`src/rtl/sw_reg_loader_if.sv`:
```
// sw_reg_loader_if
// Board-side bundle for the switch/key register loader.
//   sw     : {channel select, data} from the slide switches
//   key    : active-low pushbuttons, [0]=load [1]=inc [2]=dec
//   q      : packed channel registers, channel i = q[i*DW +: DW]
//   upd    : one-cycle pulse, a channel was modified
//   upd_ch : index of the last modified channel (held)
//   err    : one-cycle pulse, press with an out-of-range selector
// Pulse semantics: upd and err are single-cycle strobes with no
// back-pressure. A consumer samples them on the clock edge after they rise.
// They are never high together.
interface sw_reg_loader_if #(
  parameter int DW   = 8,
  parameter int NCH  = 4,
  parameter int SELW = 2
);
  logic [SELW+DW-1:0] sw;
  logic [2:0]         key;
  logic [NCH*DW-1:0]  q;
  logic               upd;
  logic [SELW-1:0]    upd_ch;
  logic               err;

  modport master (output sw, key, input q, upd, upd_ch, err);
  modport slave  (input sw, key, output q, upd, upd_ch, err);
endinterface

```
`src/rtl/sw_reg_loader.sv`:
```
// sw_reg_loader
// Captures a switch data word into one of NCH registers chosen by the
// selector switches. Pushbuttons are synchronised, debounced per key and
// edge-detected. Each debounced press performs one load, increment or
// decrement on the selected channel.
// Ports:
//   clk  : system clock, rising edge
//   RST  : synchronous active-high reset
//   bus  : sw_reg_loader_if slave (sw, key in; q, upd, upd_ch, err out)
module sw_reg_loader #(
  parameter int DW      = 8,
  parameter int NCH     = 4,
  parameter int SELW    = 2,
  parameter int DEB_CYC = 16
) (
  input  logic            clk,
  input  logic            RST,
  sw_reg_loader_if.slave  bus
);

  localparam int CW   = $clog2(DEB_CYC + 1);
  localparam int NSEL = 2 ** SELW;
  localparam int SW_W = SELW + DW;

  typedef enum logic [1:0] {
    ACT_NONE = 2'd0,
    ACT_LOAD = 2'd1,
    ACT_INC  = 2'd2,
    ACT_DEC  = 2'd3
  } act_e;

  // Two-flop synchronisers. Keys reset high (released).
  logic [SW_W-1:0] sw_m_q, sw_s_q;
  logic [2:0]      key_m_q, key_s_q;

  // Debounce state.
  logic [2:0]          db_q, db_d;
  logic [2:0][CW-1:0]  cnt_q, cnt_d;
  logic [2:0]          press;

  // Channel registers and status.
  logic [NCH-1:0][DW-1:0] q_q, q_d;
  logic                   upd_q, upd_d;
  logic [SELW-1:0]        upd_ch_q, upd_ch_d;
  logic                   err_q, err_d;

  logic [SELW-1:0] sel;
  logic [DW-1:0]   dat;
  logic [NSEL-1:0] ch_valid;
  act_e            act;

  assign sel = sw_s_q[SW_W-1:DW];
  assign dat = sw_s_q[DW-1:0];

  // Debounce: a key must disagree with its debounced state for DEB_CYC
  // consecutive samples before the debounced state follows it. A press is
  // the 1->0 flip of the debounced state, reported on the same edge.
  always_comb begin
    db_d  = db_q;
    cnt_d = cnt_q;
    press = '0;
    for (int k = 0; k < 3; k++) begin
      if (key_s_q[k] != db_q[k]) begin
        if (cnt_q[k] == CW'(DEB_CYC - 1)) begin
          db_d[k]  = key_s_q[k];
          cnt_d[k] = '0;
          press[k] = ~key_s_q[k];
        end else begin
          cnt_d[k] = cnt_q[k] + CW'(1);
        end
      end else begin
        cnt_d[k] = '0;
      end
    end
  end

  // Load beats increment beats decrement; losers on the same edge are lost.
  always_comb begin
    act = ACT_NONE;
    if (press[0])      act = ACT_LOAD;
    else if (press[1]) act = ACT_INC;
    else if (press[2]) act = ACT_DEC;
  end

  // Selector codes at or above NCH have no register behind them.
  always_comb begin
    ch_valid = '0;
    for (int i = 0; i < NSEL; i++) begin
      ch_valid[i] = (i < NCH);
    end
  end

  always_comb begin
    q_d      = q_q;
    upd_d    = 1'b0;
    upd_ch_d = upd_ch_q;
    err_d    = 1'b0;
    if (act != ACT_NONE) begin
      if (ch_valid[sel]) begin
        upd_d    = 1'b1;
        upd_ch_d = sel;
        for (int i = 0; i < NCH; i++) begin
          if (sel == SELW'(i)) begin
            case (act)
              ACT_LOAD: q_d[i] = dat;
              ACT_INC:  q_d[i] = q_q[i] + DW'(1);
              ACT_DEC:  q_d[i] = q_q[i] - DW'(1);
              default:  q_d[i] = q_q[i];
            endcase
          end
        end
      end else begin
        err_d = 1'b1;
      end
    end
  end

  always_ff @(posedge clk) begin
    if (RST) begin
      sw_m_q   <= '0;
      sw_s_q   <= '0;
      key_m_q  <= 3'b111;
      key_s_q  <= 3'b111;
      db_q     <= 3'b111;
      cnt_q    <= '0;
      q_q      <= '0;
      upd_q    <= 1'b0;
      upd_ch_q <= '0;
      err_q    <= 1'b0;
    end else begin
      sw_m_q   <= bus.sw;
      sw_s_q   <= sw_m_q;
      key_m_q  <= bus.key;
      key_s_q  <= key_m_q;
      db_q     <= db_d;
      cnt_q    <= cnt_d;
      q_q      <= q_d;
      upd_q    <= upd_d;
      upd_ch_q <= upd_ch_d;
      err_q    <= err_d;
    end
  end

  assign bus.q      = q_q;
  assign bus.upd    = upd_q;
  assign bus.upd_ch = upd_ch_q;
  assign bus.err    = err_q;

endmodule

```
`src/flat_wrapper.sv`:
```
// flat-port wrapper written by rule: the top's interface ports become plain ports
module sw_reg_loader_flat 
#(
  parameter int DW      = 8,
  parameter int NCH     = 4,
  parameter int SELW    = 2,
  parameter int DEB_CYC = 16
)
  (clk, RST, bus_sw, bus_key, bus_q, bus_upd, bus_upd_ch, bus_err);
  sw_reg_loader_if #(.DW(DW), .NCH(NCH), .SELW(SELW)) bus_i ();
  input  logic clk;
  input  logic RST;
  input wire logic [$bits(bus_i.sw)-1:0] bus_sw;
  input wire logic [$bits(bus_i.key)-1:0] bus_key;
  output wire logic [$bits(bus_i.q)-1:0] bus_q;
  output wire logic [$bits(bus_i.upd)-1:0] bus_upd;
  output wire logic [$bits(bus_i.upd_ch)-1:0] bus_upd_ch;
  output wire logic [$bits(bus_i.err)-1:0] bus_err;
  assign bus_i.sw = bus_sw;
  assign bus_i.key = bus_key;
  assign bus_q = bus_i.q;
  assign bus_upd = bus_i.upd;
  assign bus_upd_ch = bus_i.upd_ch;
  assign bus_err = bus_i.err;
  sw_reg_loader #(.DW(DW), .NCH(NCH), .SELW(SELW), .DEB_CYC(DEB_CYC)) u_core (.clk(clk), .RST(RST), .bus(bus_i));
endmodule
```
`config.mk`:
```
export PLATFORM = sky130hd
export DESIGN_NAME = sw_reg_loader_flat
export DESIGN_NICKNAME = d
export VERILOG_FILES = /design/src/rtl/sw_reg_loader_if.sv /design/src/rtl/sw_reg_loader.sv /design/src/flat_wrapper.sv
export SDC_FILE = /design/constraint.sdc
export NUM_CORES = 1
export LEC_CHECK = 0
export CORE_MARGIN = 5
export CORE_UTILIZATION = 45
export DETAILED_ROUTE_END_ITERATION = 7
export PLACE_DENSITY = 0.63
export RECOVER_POWER = 50
export SKIP_CTS_REPAIR_TIMING = 1
export SYNTH_ARGS = -nofsm -noshare
export SYNTH_HDL_FRONTEND = slang
export SYNTH_SLANG_ARGS = --single-unit
export TNS_END_PERCENT = 20
```
`constraint.sdc`:
```
create_clock -name clk -period 5.02 [get_ports clk]
set_input_delay 0.753 -clock clk [delete_from_list [all_inputs] [get_ports clk]]
set_output_delay 0.753 -clock clk [all_outputs]
set_load 0.01 [all_outputs]
```
==> summary.md <==
| Metric | Value |
|---|---|
| Fmax | `approximately 280 MHz` |
| Fin util | `a little over half` |
| WHS Endpoint | `u_core.key_s_q[2]` |
| Max_slew headroom | `-49.6%` |
| Arrival time of the worst setup path | `about 3.8 ns` |
| Netlist cell types | `a little under 60` |
| Finished Cell Area | `around 4800 um2` |
| Clock sink count | `slightly below 80` |
| Fin. max-slew vios | `between 60 and 70` |
| Yosys top cell area share | `38.7%` |
| Die H | `between 100 and 150 um` |
| Final-report setup violation count | `0` |
| LEAKAGE | `between 1.5 and 2 nW` |
| Status | `complete, but fails checks` |
| Hold crit path type | `reg -> reg` |
| RSZ-0062 raised after global routing | `false` |
| Initial DRC count | `around 280` |
| Hpwl dp | `between 7 and 8 mm` |
| Initial Util | `between 40 and 50%` |
| Switch share | `around 23%` |
| First-pass GRT wire length | `around 18 mm` |
| Die Wd | `105 um` |
| Crit path launch | `u_core.cnt_q[10]` |
| DRC Markers | `0` |
| Core Region | `about 8800 um2` |
| M1 wire length | `4.70 mm` |
| Insertion delay to the later sink of the worst-skew pair | `approximately 0.36 ns` |
| Die area | `~11000 um2` |
| Final min period | `around 3.6 ns` |
| Largest family of logic cells by synthesized area | `simple AND/OR/NAND/NOR gates` |
| NetSw | `0.000282 W` |
| TritonRoute pass-1 iters | `5` |
| Post-synth ARST share | `0%` |
| Reg2reg start | `u_core.cnt_q[10]` |
| CTS max path bufs | `2` |
| Final #Nets | `about 530` |
| Register bit count reported by yosys | `just under 80` |
| Worst reg-to-reg setup slack | `1.41 ns` |
| Multi-input gate area | `roughly 2300 um2` |
| YS warnings | `0` |
| Maximum vdd drop | `approximately 0.13 mV` |
| Vias in the first global route | `between 3000 and 4000` |
| Cell Int Power | `around 0.00094 W` |
| Register area share after synthesis | `slightly below 40%` |
| GRT overflow | `0` |
| All-Layer GR Usage | `between 10% and 20%` |
| Worst hold start | `u_core.key_m_q[2]` |
| Share of power burned in registers | `about 53%` |
| Clk root buf | `clkbuf_8` |
| Wire length per cell | `around 17 um` |
| Area leader, netlist | `dfxtp_1` |
| Sequential Area | `~1600 um2` |
| Clock network power share | `between 40% and 50%` |
| Reg-to-Reg End | `u_core.bus.q[20]` |
| Vias/cell | `roughly 6.1` |
| Met3 Wirelength | `approximately 700 um` |
| Antenna violations before repair | `0` |
| Most common library cell in the layout ignoring fill and taps | `dfxtp_1` |
| Synth Area in Compound Gates | `17.0%` |
| Most frequent cells in the layout | `dfxtp_1, nor2_1, clkdlybuf4s50_1, nand2_1, nor2b_1` |
| Max layer used | `met4` |
| Worst reg-to-reg path cell count | `11` |
| H-tree Lvls | `3` |
| Primary FF master, synth | `dfxtp_1` |
| CTS Buf Count | `9` |
| Power per cell area | `~250 nW/um2` |
| Crit path max fanout | `12` |
| Post-synthesis mux area share | `2.76%` |
| Failing checks | `max-capacitance violations, max-slew violations` |
| Slew at the pin with the worst max-slew slack | `between 2 and 2.5 ns` |
| Hold Crit Depth | `1` |
| Simple-Gate Fraction of Synth Area | `between 30% and 40%` |
| Crit path top cell by count | `ha_1` |
| Routed vias | `~3700` |
| Critical path startpoint category | `flip-flop` |
| Tot Pwr | `about 0.0012 W` |
| Critical path's slowest cell | `and3b_1` |
| Adder-Cell Fraction of Synth Area | `a little over 3%` |
| Drt total wl | `~10 mm` |
| Crit path largest cell delay | `between 0.5 and 0.6 ns` |
| Synthesized net count | `roughly 500` |
| CP required | `about 5.2 ns` |
| Final hold vios | `0` |
| Clock Skew | `0.0154 ns` |
| Final setup margin | `1.41 ns` |
| Synthesized area per cell | `between 8 and 9 um2` |
| Post-synth EDFFs | `0` |
| Placer congestion estimate | `~0.9` |
| DRT antenna net count | `0` |
| Num rows | `34` |
| Met2 Wirelength | `~4.8 mm` |
| Setup CP Type | `reg -> reg` |
| Setup WS pre-CTS | `1.50 ns` |
| CTS tree | `built` |
| Synth top area cells | `dfxtp_1, nor2b_1, nor2_1, ha_1, nand3_1` |
| Setup_tns | `0 ns` |
| Port Buffers | `a little under 50` |
| Cell area after placement | `between 4000 and 5000 um2` |
| Max Cap Viol | `1` |
| Crit-path cells | `ha_1, and3_1, ha_1, and3b_1, nand3_1, xnor2_1, ha_1, or4_1, o32ai_1, o32a_1, o311ai_0` |
| Filler instances | `between 800 and 900` |
| Crit. End Element | `flip-flop` |
| Area grow syn2layout | `17.5%` |
| Largest net degree at the start of global routing | `between 60 and 70` |
| Antenna Cells | `0` |
| IO Pins | `51` |
| Share of layout cells above drive strength 1 | `~7.3%` |
| Synth Cell Area | `approximately 4100 um2` |
| XOR/XNOR share of the synthesized area | `about 2.6%` |
| Final Cycle Share | `around 72%` |
| Comb pwr share | `3.4%` |
| Mapped Cells | `~470` |
| Clk slew on worst S/H paths | `roughly 0.09 ns` |
[worst max-delay path by stage]
stage / end / depth (start not counted) / slack, ns
final: u_core.bus.q[20] / 11 / 1.41
after floorplan: u_core.bus.q[6] / 12 / 2.16
after global placement: u_core.bus.q[20] / 11 / 1.60
after detailed placement: u_core.bus.q[14] / 11 / 1.50
after global routing: u_core.bus.q[14] / 11 / 1.09
after CTS: u_core.bus.q[14] / 11 / 1.48
[per-stage QoR]
step,hold slack [ns],std cells
3_5_place_dp,0.399,600
4_1_cts,0.422,615
6_report,0.417,615
5_1_grt,0.435,615
2_1_floorplan,0.389,473
3_3_place_gp,0.392,600
[synth_stat cells (all sizes together), types with 3 or more instances]
cell	number
a211o	7
a211oi	4
a21oi	15
a311oi	4
a31oi	11
a32oi	3
and2	4
and3	3
and3b	3
buf	14
clkbuf	20
dfxtp	79
ha	10
inv	13
mux2i	9
nand2	25
nand2b	5
nand3	21
nand3b	14
nand4	10
nor2	36
nor2b	25
nor3	17
nor3b	3
nor4	16
nor4b	6
o21ai	7
o22ai	4
o311ai	7
o31ai	9
o32a	4
o32ai	5
or2	8
or3	11
or4	8
xnor2	9
xor2	3
[final cells by class]
cell class | instances | share of cell area (%)
Tap cell | 108 | 2.81
Clock buffer | 9 | 2.58
Inverter | 13 | 1.02
Clock inverter | 6 | 1.93
Multi-Input combinational cell | 347 | 48.0
Timing Repair Buffer | 53 | 10.7
Sequential cell | 79 | 32.9
[logic make-up (layout without fill, tap and decap cells)]
family                   count (synthesis)  in the layout
other                                    1              1
buffers and inverters                   47             81
XOR/XNOR                                12             12
flip-flops                              79             79
AO/OA/AOI/OAI                           93             93
adder cells (fa/ha/maj)                 10             10
multiplexers                            11             11
AND/OR/NAND/NOR                        220            220
[flip-flops by register name (all words and copies together) (netlist names)]
name               count
u_core.bus.q          32
u_core.cnt_q          15
u_core.sw_m_q         10
u_core.sw_s_q         10
u_core.db_q            3
u_core.key_m_q         3
u_core.key_s_q         3
u_core.bus.upd_ch      2
u_core.bus.upd         1
[worst max-delay path, delay by kind of cell, from the launching register on]
kind | cells | cell delay, ns
xor+xnor | 1 | 0.27
compound gates | 3 | 0.51
flops | 1 | 0.37
fa+ha+maj | 3 | 0.64
simple gates | 4 | 1.61
[per-layer routing]
metal	vias up	track usage [%]
li1	1827	-
met1	1741	27.2
met3	24	3.79
met2	141	30.4
met5	-	0
met4	0	8.62
[power by group through the flow]
| stage | Combinational, W | Sequential (W) | Clock, W |
|---|---|---|---|
| finish | 0.0000420 | 0.000643 | 0.000535 |
| global route | 0.0000465 | 0.000644 | 0.000577 |
| CTS | 0.0000424 | 0.000643 | 0.000541 |
| detailed placement | 0.0000423 | 0.000658 | 0 |
| global placement | 0.0000417 | 0.000657 | 0 |
| floorplan | 0.0000269 | 0.000655 | 0 |
(Power assumes the default switching activity.)
